File: src/rtl/wb_sdram.sv
// wb_sdram: Wishbone classic responder for a 16-bit SDR SDRAM.
// Each 32-bit access becomes a close-page burst-of-2 transaction
// (ACT, READ/WRITE with auto-precharge). Power-up init and periodic
// auto-refresh are sequenced internally.
module wb_sdram #(
  parameter int unsigned T_INIT = 10000,
  parameter int unsigned T_RP   = 2,
  parameter int unsigned T_RCD  = 2,
  parameter int unsigned T_RFC  = 7,
  parameter int unsigned T_WR   = 2,
  parameter int unsigned T_REFI = 390
) (
  input  logic        clk_i,
  input  logic        rst_i,
  input  logic        cyc_i,
  input  logic        stb_i,
  input  logic        we_i,
  input  logic [29:0] adr_i,
  input  logic [3:0]  sel_i,
  input  logic [31:0] dat_i,
  output logic        ack_o,
  output logic [31:0] dat_o,
  output logic        sdram_cke,
  output logic        sdram_cs,
  output logic        sdram_ras,
  output logic        sdram_cas,
  output logic        sdram_we,
  output logic [12:0] sdram_a,
  output logic [1:0]  sdram_ba,
  output logic [1:0]  sdram_dm,
  input  logic [15:0] dq_i,
  output logic [15:0] dq_o,
  output logic        dq_t
);

  localparam logic [3:0] CMD_NOP   = 4'b0111;
  localparam logic [3:0] CMD_ACT   = 4'b0011;
  localparam logic [3:0] CMD_READ  = 4'b0101;
  localparam logic [3:0] CMD_WRITE = 4'b0100;
  localparam logic [3:0] CMD_PRE   = 4'b0010;
  localparam logic [3:0] CMD_REF   = 4'b0001;
  localparam logic [3:0] CMD_MRS   = 4'b0000;

  typedef enum logic [3:0] {
    S_INIT_WAIT, S_INIT_PRE, S_INIT_REF1, S_INIT_REF2, S_INIT_MRS,
    S_IDLE, S_REFRESH, S_ACT, S_READ, S_WRITE, S_ACK
  } state_t;

  state_t      state_q, state_d;
  logic [15:0] cnt_q, cnt_d;
  logic [3:0]  cmd_q, cmd_d;
  logic [12:0] a_q, a_d;
  logic [1:0]  ba_q, ba_d;
  logic [1:0]  dm_q, dm_d;
  logic [15:0] dq_o_q, dq_o_d;
  logic        dq_t_q, dq_t_d;
  logic [31:0] dat_q, dat_d;
  logic        cke_q, cke_d;
  logic        we_q, we_d;
  logic [3:0]  sel_q, sel_d;
  logic [31:0] wdat_q, wdat_d;
  logic [7:0]  col_q, col_d;
  logic [15:0] ref_cnt_q, ref_cnt_d;
  logic        ref_run_q, ref_run_d;
  logic        ref_pend_q, ref_pend_d;

  // Upper word-address bits lie outside the 8M-word SDRAM window.
  logic unused_adr;
  assign unused_adr = ^adr_i[29:23];

  // Next-state, command and pin values; every SDRAM pin is registered.
  always_comb begin
    state_d    = state_q;
    cnt_d      = cnt_q + 16'd1;
    cmd_d      = CMD_NOP;
    a_d        = a_q;
    ba_d       = ba_q;
    dm_d       = 2'b11;
    dq_o_d     = dq_o_q;
    dq_t_d     = 1'b1;
    dat_d      = dat_q;
    cke_d      = 1'b1;
    we_d       = we_q;
    sel_d      = sel_q;
    wdat_d     = wdat_q;
    col_d      = col_q;
    ref_cnt_d  = ref_cnt_q;
    ref_run_d  = ref_run_q;
    ref_pend_d = ref_pend_q;
    case (state_q)
      S_INIT_WAIT: if (cnt_q == 16'(T_INIT - 1)) begin
        state_d = S_INIT_PRE; cnt_d = '0; cmd_d = CMD_PRE; a_d = 13'h0400;
      end
      S_INIT_PRE: if (cnt_q == 16'(T_RP - 1)) begin
        state_d = S_INIT_REF1; cnt_d = '0; cmd_d = CMD_REF;
      end
      S_INIT_REF1: if (cnt_q == 16'(T_RFC - 1)) begin
        state_d = S_INIT_REF2; cnt_d = '0; cmd_d = CMD_REF;
      end
      S_INIT_REF2: if (cnt_q == 16'(T_RFC - 1)) begin
        state_d = S_INIT_MRS; cnt_d = '0; cmd_d = CMD_MRS;
        a_d = 13'h0021; ba_d = 2'b00;
      end
      S_INIT_MRS: if (cnt_q == 16'd1) begin
        state_d = S_IDLE; cnt_d = '0;
        ref_run_d = 1'b1; ref_cnt_d = 16'(T_REFI - 1);
      end
      S_IDLE: begin
        cnt_d = '0;
        if (ref_pend_q) begin
          state_d = S_REFRESH; cmd_d = CMD_REF; ref_pend_d = 1'b0;
        end else if (cyc_i && stb_i) begin
          state_d = S_ACT; cmd_d = CMD_ACT;
          ba_d = adr_i[22:21]; a_d = adr_i[20:8];
          col_d = adr_i[7:0]; we_d = we_i; sel_d = sel_i; wdat_d = dat_i;
        end
      end
      S_REFRESH: if (cnt_q == 16'(T_RFC - 1)) begin
        state_d = S_IDLE; cnt_d = '0;
      end
      S_ACT: if (cnt_q == 16'(T_RCD - 1)) begin
        cnt_d = '0;
        a_d = {2'b00, 1'b1, 1'b0, col_q, 1'b0};
        if (we_q) begin
          state_d = S_WRITE; cmd_d = CMD_WRITE;
          dq_t_d = 1'b0; dq_o_d = wdat_q[31:16]; dm_d = ~sel_q[3:2];
        end else begin
          state_d = S_READ; cmd_d = CMD_READ; dm_d = 2'b00;
        end
      end
      S_READ: begin
        dm_d = 2'b00;
        if (cnt_q == 16'd2) dat_d[31:16] = dq_i;
        if (cnt_q == 16'd3) begin
          dat_d[15:0] = dq_i; state_d = S_ACK; cnt_d = '0; dm_d = 2'b11;
        end
      end
      S_WRITE: begin
        if (cnt_q == 16'd0) begin
          dq_t_d = 1'b0; dq_o_d = wdat_q[15:0]; dm_d = ~sel_q[1:0];
        end
        if (cnt_q == 16'(T_WR + T_RP + 1)) begin
          state_d = S_ACK; cnt_d = '0;
        end
      end
      S_ACK: begin
        state_d = S_IDLE; cnt_d = '0;
      end
      default: state_d = S_INIT_WAIT;
    endcase
    if (ref_run_q) begin
      if (ref_cnt_q == 16'd0) begin
        ref_pend_d = 1'b1; ref_cnt_d = 16'(T_REFI - 1);
      end else begin
        ref_cnt_d = ref_cnt_q - 16'd1;
      end
    end
  end

  // State and pin registers, all returning to idle pin levels on reset.
  always_ff @(posedge clk_i or negedge rst_i) begin
    if (!rst_i) begin
      state_q <= S_INIT_WAIT; cnt_q <= '0; cmd_q <= CMD_NOP;
      a_q <= '0; ba_q <= '0; dm_q <= 2'b11; dq_o_q <= '0; dq_t_q <= 1'b1;
      dat_q <= '0; cke_q <= 1'b0; we_q <= 1'b0; sel_q <= '0; wdat_q <= '0;
      col_q <= '0; ref_cnt_q <= '0; ref_run_q <= 1'b0; ref_pend_q <= 1'b0;
    end else begin
      state_q <= state_d; cnt_q <= cnt_d; cmd_q <= cmd_d;
      a_q <= a_d; ba_q <= ba_d; dm_q <= dm_d; dq_o_q <= dq_o_d; dq_t_q <= dq_t_d;
      dat_q <= dat_d; cke_q <= cke_d; we_q <= we_d; sel_q <= sel_d; wdat_q <= wdat_d;
      col_q <= col_d; ref_cnt_q <= ref_cnt_d; ref_run_q <= ref_run_d;
      ref_pend_q <= ref_pend_d;
    end
  end

  assign ack_o     = (state_q == S_ACK) && cyc_i && stb_i;
  assign dat_o     = dat_q;
  assign sdram_cke = cke_q;
  assign sdram_cs  = cmd_q[3];
  assign sdram_ras = cmd_q[2];
  assign sdram_cas = cmd_q[1];
  assign sdram_we  = cmd_q[0];
  assign sdram_a   = a_q;
  assign sdram_ba  = ba_q;
  assign sdram_dm  = dm_q;
  assign dq_o      = dq_o_q;
  assign dq_t      = dq_t_q;

endmodule

File: config.mk
export PLATFORM = sky130hd
export DESIGN_NAME = wb_sdram
export DESIGN_NICKNAME = d
export VERILOG_FILES = /design/src/rtl/wb_sdram.sv
export SDC_FILE = /design/constraint.sdc
export NUM_CORES = 1
export LEC_CHECK = 0
export CORE_MARGIN = 10
export CORE_UTILIZATION = 45
export DETAILED_ROUTE_END_ITERATION = 8
export PLACE_DENSITY = 0.73
export SLEW_MARGIN = 5
export SYNTH_ARGS = -nofsm -noshare
export SYNTH_HDL_FRONTEND = slang
export SYNTH_SLANG_ARGS = --single-unit
export TNS_END_PERCENT = 5
File: constraint.sdc
create_clock -name clk_i -period 3.2 [get_ports clk_i]
set_input_delay 0.64 -clock clk_i [delete_from_list [all_inputs] [get_ports clk_i]]
set_output_delay 0.64 -clock clk_i [all_outputs]
set_load 0.005 [all_outputs]
* Yosys cells after proc, flatten, opt, wreduce, memory -nomap -nowiden
Index checks and enable logic that the tools add are counted.
Storage, ports and cells: output and inout port bits 72, bits of input ports 87, logic and storage cells 134, flip-flop bits (word level) 154
Operators by class: multiplexer cells 58, bitwise logic cells 3, reductions and logical operators 23, equality and inequality tests 30, add/subtract/negate cells 2
Operators with widths (count):
- 16-bit 2-to-1 mux | 12
- 16-bit one-hot mux with 6 select lines | 1
- 13-bit 2-to-1 mux | 5
- 13-bit one-hot mux with 4 select lines | 1
- 4-bit 2-to-1 mux | 11
- 4-bit one-hot mux with 11 select lines | 1
- 16-bit by 2-bit equality test with 1-bit output (second input constant) | 2
- 16-bit by 3-bit equality test with 1-bit output (second input constant) | 2
- 16-bit zero test | 2
- 16-bit one-hot mux with 2 select lines | 1
- 2-bit inequality test (second input constant) | 13
- 3-bit 2-to-1 mux | 6
- 3-bit one-hot mux with 6 select lines | 1
- 16-bit by 1-bit adder with 16-bit output (second input constant) | 1
- 16-bit by 1-bit equality test with 1-bit output (second input constant) | 1
- 16-bit by 14-bit equality test with 1-bit output (second input constant) | 1
- 4-bit by 3-bit equality test with 1-bit output (second input constant) | 4
- 2-bit 2-to-1 mux | 8
- 16-bit by 1-bit subtractor with 16-bit output (second input constant) | 1
- 4-bit equality test (second input constant) | 3
- 10-bit AND reduction | 1
- 4-bit by 2-bit equality test with 1-bit output (second input constant) | 2
- 1-bit 2-to-1 mux | 8
- 2-bit AND reduction | 4
- other kinds (16) | 24

* Depth between registers and ports, before layout
Gate-level depths: netlist (run 1).
depth in word-level cells 4, depth in mapped cells 10, gate-level depth less buffers 8

* Least setup slack after synthesis (run 1)
OpenSTA, ideal clock, no wires.
path type register to register, from register cnt_q[11], to register state_q[0], cell stages (with the launch flop) 7, buffers on the path 0, library setup time 0.128 ns, data required time 3.072 ns, period minus slack after synthesis 2.615 ns, slack 0.585 ns, arrival time 2.487 ns, cells stage by stage dfrtp_1 or4_1 nor4b_4 o21ba_1 a2111oi_2 and3_1 mux2_1
Between the ends: word-level cells in the longest chain between the ends 3, elaborated cells between the ends (all ways) 15, classes of those cells 14 x eq/ne; 1 x reduce/logical
Ends and longest elaborated chain:
- start, declared | RTL line 50 | logic [15:0] cnt_q, cnt_d;
- start signal, assigned | RTL line 168 | state_q <= state_d; cnt_q <= cnt_d; cmd_q <= cmd_d;
- 16-bit by 3-bit equality test with 1-bit output (tied with other cells) | RTL line 142 | if (cnt_q == 16'(T_WR + T_RP + 1)) begin
- 2-bit inequality test (no source line)
- 10-bit AND reduction (no source line) *
- end signal, assigned | RTL line 168
- end, declared | RTL line 49 | state_t state_q, state_d;
Every way passes the cells marked *; elsewhere a longest branch is shown, timed or not. A chain may end at the register's enable or synchronous reset.

* Final worst setup path (run 1)
Same ends and word-level chain as after synthesis.

==> impl_metrics.py, run 1 <==
metrics = {
    "power": {
        "switching_power_uw": 841.4,
        "peakVddDrop_v": 0.0003152,
        "sw_frac_of_total_pct": 19.57,
        "p_leak_uw": 0.004143,
        "p_seq_share_pct": 45.9,
        "pwr-share-comb_pct": 4.1,
        "internal-power_uw": 3457,
        "pwr_density_cell_mw_per_mm2": 465.1,
        "clockPowerShare_pct": 50.0,
    },
    "logic_synthesis": {
        "synth_cell_types": 55,
        "synth_nets": 681,
        "synth-main-ff-cell": "dfrtp_1",
        "ys_seq_area_share_pct": 56.00,
        "synth_area_per_cell_um2": 11.65,
        "yosys_warnings": 0,
        "synth-edff-count": 0,
        "synthArstFlopShare_pct": 100.0,
        "netlist_instances": 588,
        "ys_seq_elements": 153,
        "syn_area_mm2": 0.006850,
    },
    "timing": {
        "fin_setup_tns_ns": 0,
        "rsz0062_at_grt": "false",
        "tightest_slew_ns": 0.9081,
        "fmax_mhz": 335.1,
        "finalHoldViolCount": 0,
        "period_needed_ns": 2.984,
        "finalSetupViolCount": 0,
        "relSlewSlack_pct": 39.34,
        "finalClockSkew_ns": 0.008059,
        "post-route-period-util_pct": 93.26,
        "slew_viol_final": 0,
    },
    "die": {
        "ios": 159,
        "fp.dieW_um": 143.4,
        "core_mm2": 0.01503,
        "initial_utilization_pct": 45.57,
        "rows": 45,
        "die_area_mm2": 0.02056,
        "dieHeight_um": 143.4,
    },
    "setup_path": {
        "cp_slowest_cell": "or4_1",
        "cp_top_family": "simple AND/OR/NAND/NOR gates",
        "reg2reg_depth": 6,
        "critPathCaptureType": "register",
        "worstSetupPathType": "register to register",
        "cp_num_cells": 6,
        "crit_chain": "or4_1 -> nor4_1 -> a21boi_0 -> a2111oi_2 -> and3_1 -> mux2_1",
        "critPathRequiredTime_ns": 3.49,
        "critPathMaxFanout": 5,
        "worst_path_largest_cell_delay_ns": 0.65,
        "r2r_setup_slack_ns": 0.22,
        "crit_buf_inv": 0,
        "critPathLaunchType": "register",
        "arrival_ns": 3.28,
    },
    "min_path": {
        "hp-class": "primary input to asynchronous set/reset pin",
    },
    "clock_network": {
        "htreeDepth": 4,
        "clk_pin_slew_ns": 0.06,
        "clkLatencyLatePin_ns": 0.42,
        "cts_setup_buffers": 0,
        "numCtsBuffers": 17,
        "ctsHoldBuffers": 0,
        "cts_sinks": 153,
        "cts_tree": "built",
        "clockRootBuffer": "clkbuf_16",
        "clockBufferDepth": 2,
        "cts_resized": 0,
    },
    "drt": {
        "highest_layer": "met4",
        "met2_length_um": 8304,
        "ant_nets": 0,
        "wl_met1_um": 7104,
        "totalWireLength_um": 16830,
        "avgRoutedWirePerCell_um": 17.87,
        "viasPerCell": 5.373,
        "vias": 5061,
        "drc_errors": 0,
        "drt-initial-drc-count": 326,
        "dr.pass1.iters": 4,
        "dr_wl_met3_um": 1167,
    },
    "job": {
        "cap_violations": 0,
    },
    "layout": {
        "antenna_cells": 0,
        "layout_common_cells": "clkdlybuf4s50_1 (149), dfrtp_1 (147), mux2_2 (86)",
        "layout_commonest_cell": "clkdlybuf4s50_1",
        "layout-drive-gt1-share_pct": 19.63,
        "fin_nets": 834,
        "area_delta_synth_final_pct": 34.90,
        "finish.utilization_pct": 61.47,
    },
    "placement": {
        "routabilityCongestion": 0.8528,
        "dp.final_hpwl_um": 12200,
        "io_buffers": 150,
    },
    "grt": {
        "grt_pass1_vias": 5420,
        "grt_overflow": 0,
        "grt_max_degree": 79,
        "grtUsageTotal_pct": 16.56,
        "grt_antenna_before_repair": 0,
        "grt_pass1_wl_um": 27440,
    },
    "outcome": {
        "status": "finished clean",
    },
}
[cells by family after synthesis]
group | share of synthesized area (%)
AND/OR/NAND/NOR | 11.45
multiplexers | 17.37
XOR/XNOR | 2.046
flip-flops | 56.00
buffers and inverters | 3.324
AO/OA/AOI/OAI | 8.603
other | 0.1096
adder cells (fa/ha/maj) | 1.096
[registers in the layout, summed over array words and instances (netlist names), 2 cells and up]
signal     flops
cnt_q         16
sdram_ba       2
dat_o         32
dq_o          16
sdram_a       13
sdram_dm       2
ref_cnt_q     16
cmd_q          3
col_q          8
state_q        4
sel_q          4
wdat_q        32
[Yosys cell counts (3+ instances only)]
library cell	instances	area, µm²
a211o_1	3	26.28
a21oi_1	27	135.1
a22o_1	11	96.34
a31oi_1	6	37.54
and3_1	9	56.30
buf_2	8	40.04
clkbuf_1	21	78.83
dfrtp_1	147	3679
dfstp_2	6	157.7
ha_1	6	75.07
inv_1	17	63.81
mux2_2	86	968.4
mux2i_1	21	210.2
nand2_1	32	120.1
nand2b_1	4	25.02
nand3_1	12	60.06
nand4_1	5	31.28
nor2_1	59	221.5
nor2b_1	6	37.54
nor3_1	16	80.08
nor4_1	4	25.02
o211ai_1	3	22.52
o21ai_0	21	105.1
o22ai_1	4	25.02
or3_1	5	31.28
xnor2_1	10	87.58
xor2_1	6	52.55
[path summary, 6_finish.rpt]
kind | endpoint | start
max in group asynchronous | cmd_q[0]$_DFF_PN1_ | rst_i
min in group clk_i | ref_cnt_q[9]$_DFFE_PN0P_ | ref_cnt_q[9]$_DFFE_PN0P_
max reg2reg | state_q[0]$_DFFE_PN0P_ | cnt_q[11]$_DFF_PN0_
min | cnt_q[14]$_DFF_PN0_ | rst_i
max | state_q[0]$_DFFE_PN0P_ | cnt_q[11]$_DFF_PN0_
min reg2reg | ref_cnt_q[9]$_DFFE_PN0P_ | ref_cnt_q[9]$_DFFE_PN0P_
[routing by layer]
layer / track usage [%] / vias up
li1: - / 2382
met1: 19.27 / 2518
met2: 28.19 / 142
met3: 5.116 / 19
met4: 5.965 / 0
met5: 0 / -
[power groups by stage]
stage               Sequential, µW  Combinational [µW]  Clock, µW
floorplan                     2000                26.4          0
global placement              2000                 174          0
detailed placement            2010                 178          0
CTS                           1970                 180       2190
global route                  1970                 194       2290
finish                        1970                 176       2150
[cell type report]
cell class              count  area (µm²)
clock buffers              21       440.4
clock inverters            11       193.9
fillers                  1164        5792
inverters                  17       63.81
multi-input cells         384        2796
flip-flops and latches    153        3836
well taps                 188       235.2
repair buffers            168        1675
[worst register-to-register path, cell delays in order, from the launching register on]
cell	delay (ns)
dfrtp_1	0.43
or4_1	0.66
nor4_1	0.60
a21boi_0	0.23
a2111oi_2	0.33
and3_1	0.28
mux2_1	0.34
[metrics by stage]
step                total power (µW)  instances  worst slack [ns]  hold slack (ns)  cell area [µm²]
floorplan                       2029        588            0.5850           0.3444             6850
global placement                2179        910            0.2943           0.4678             8607
detailed placement              2184        910            0.2576           0.4784             8607
CTS                             4340        942            0.2831           0.2768             9241
global route                    4454        942            0.1574           0.3114             9241
finish                          4298        942            0.2156           0.2385             9241
(Power assumes the default switching activity.)
==> run 2, diff against run 1 <==
- SKIP_CTS_REPAIR_TIMING: not set -> 1
==> results of run 2 <==
No change in the layout: final DEF, timing and power equal those of run 1.
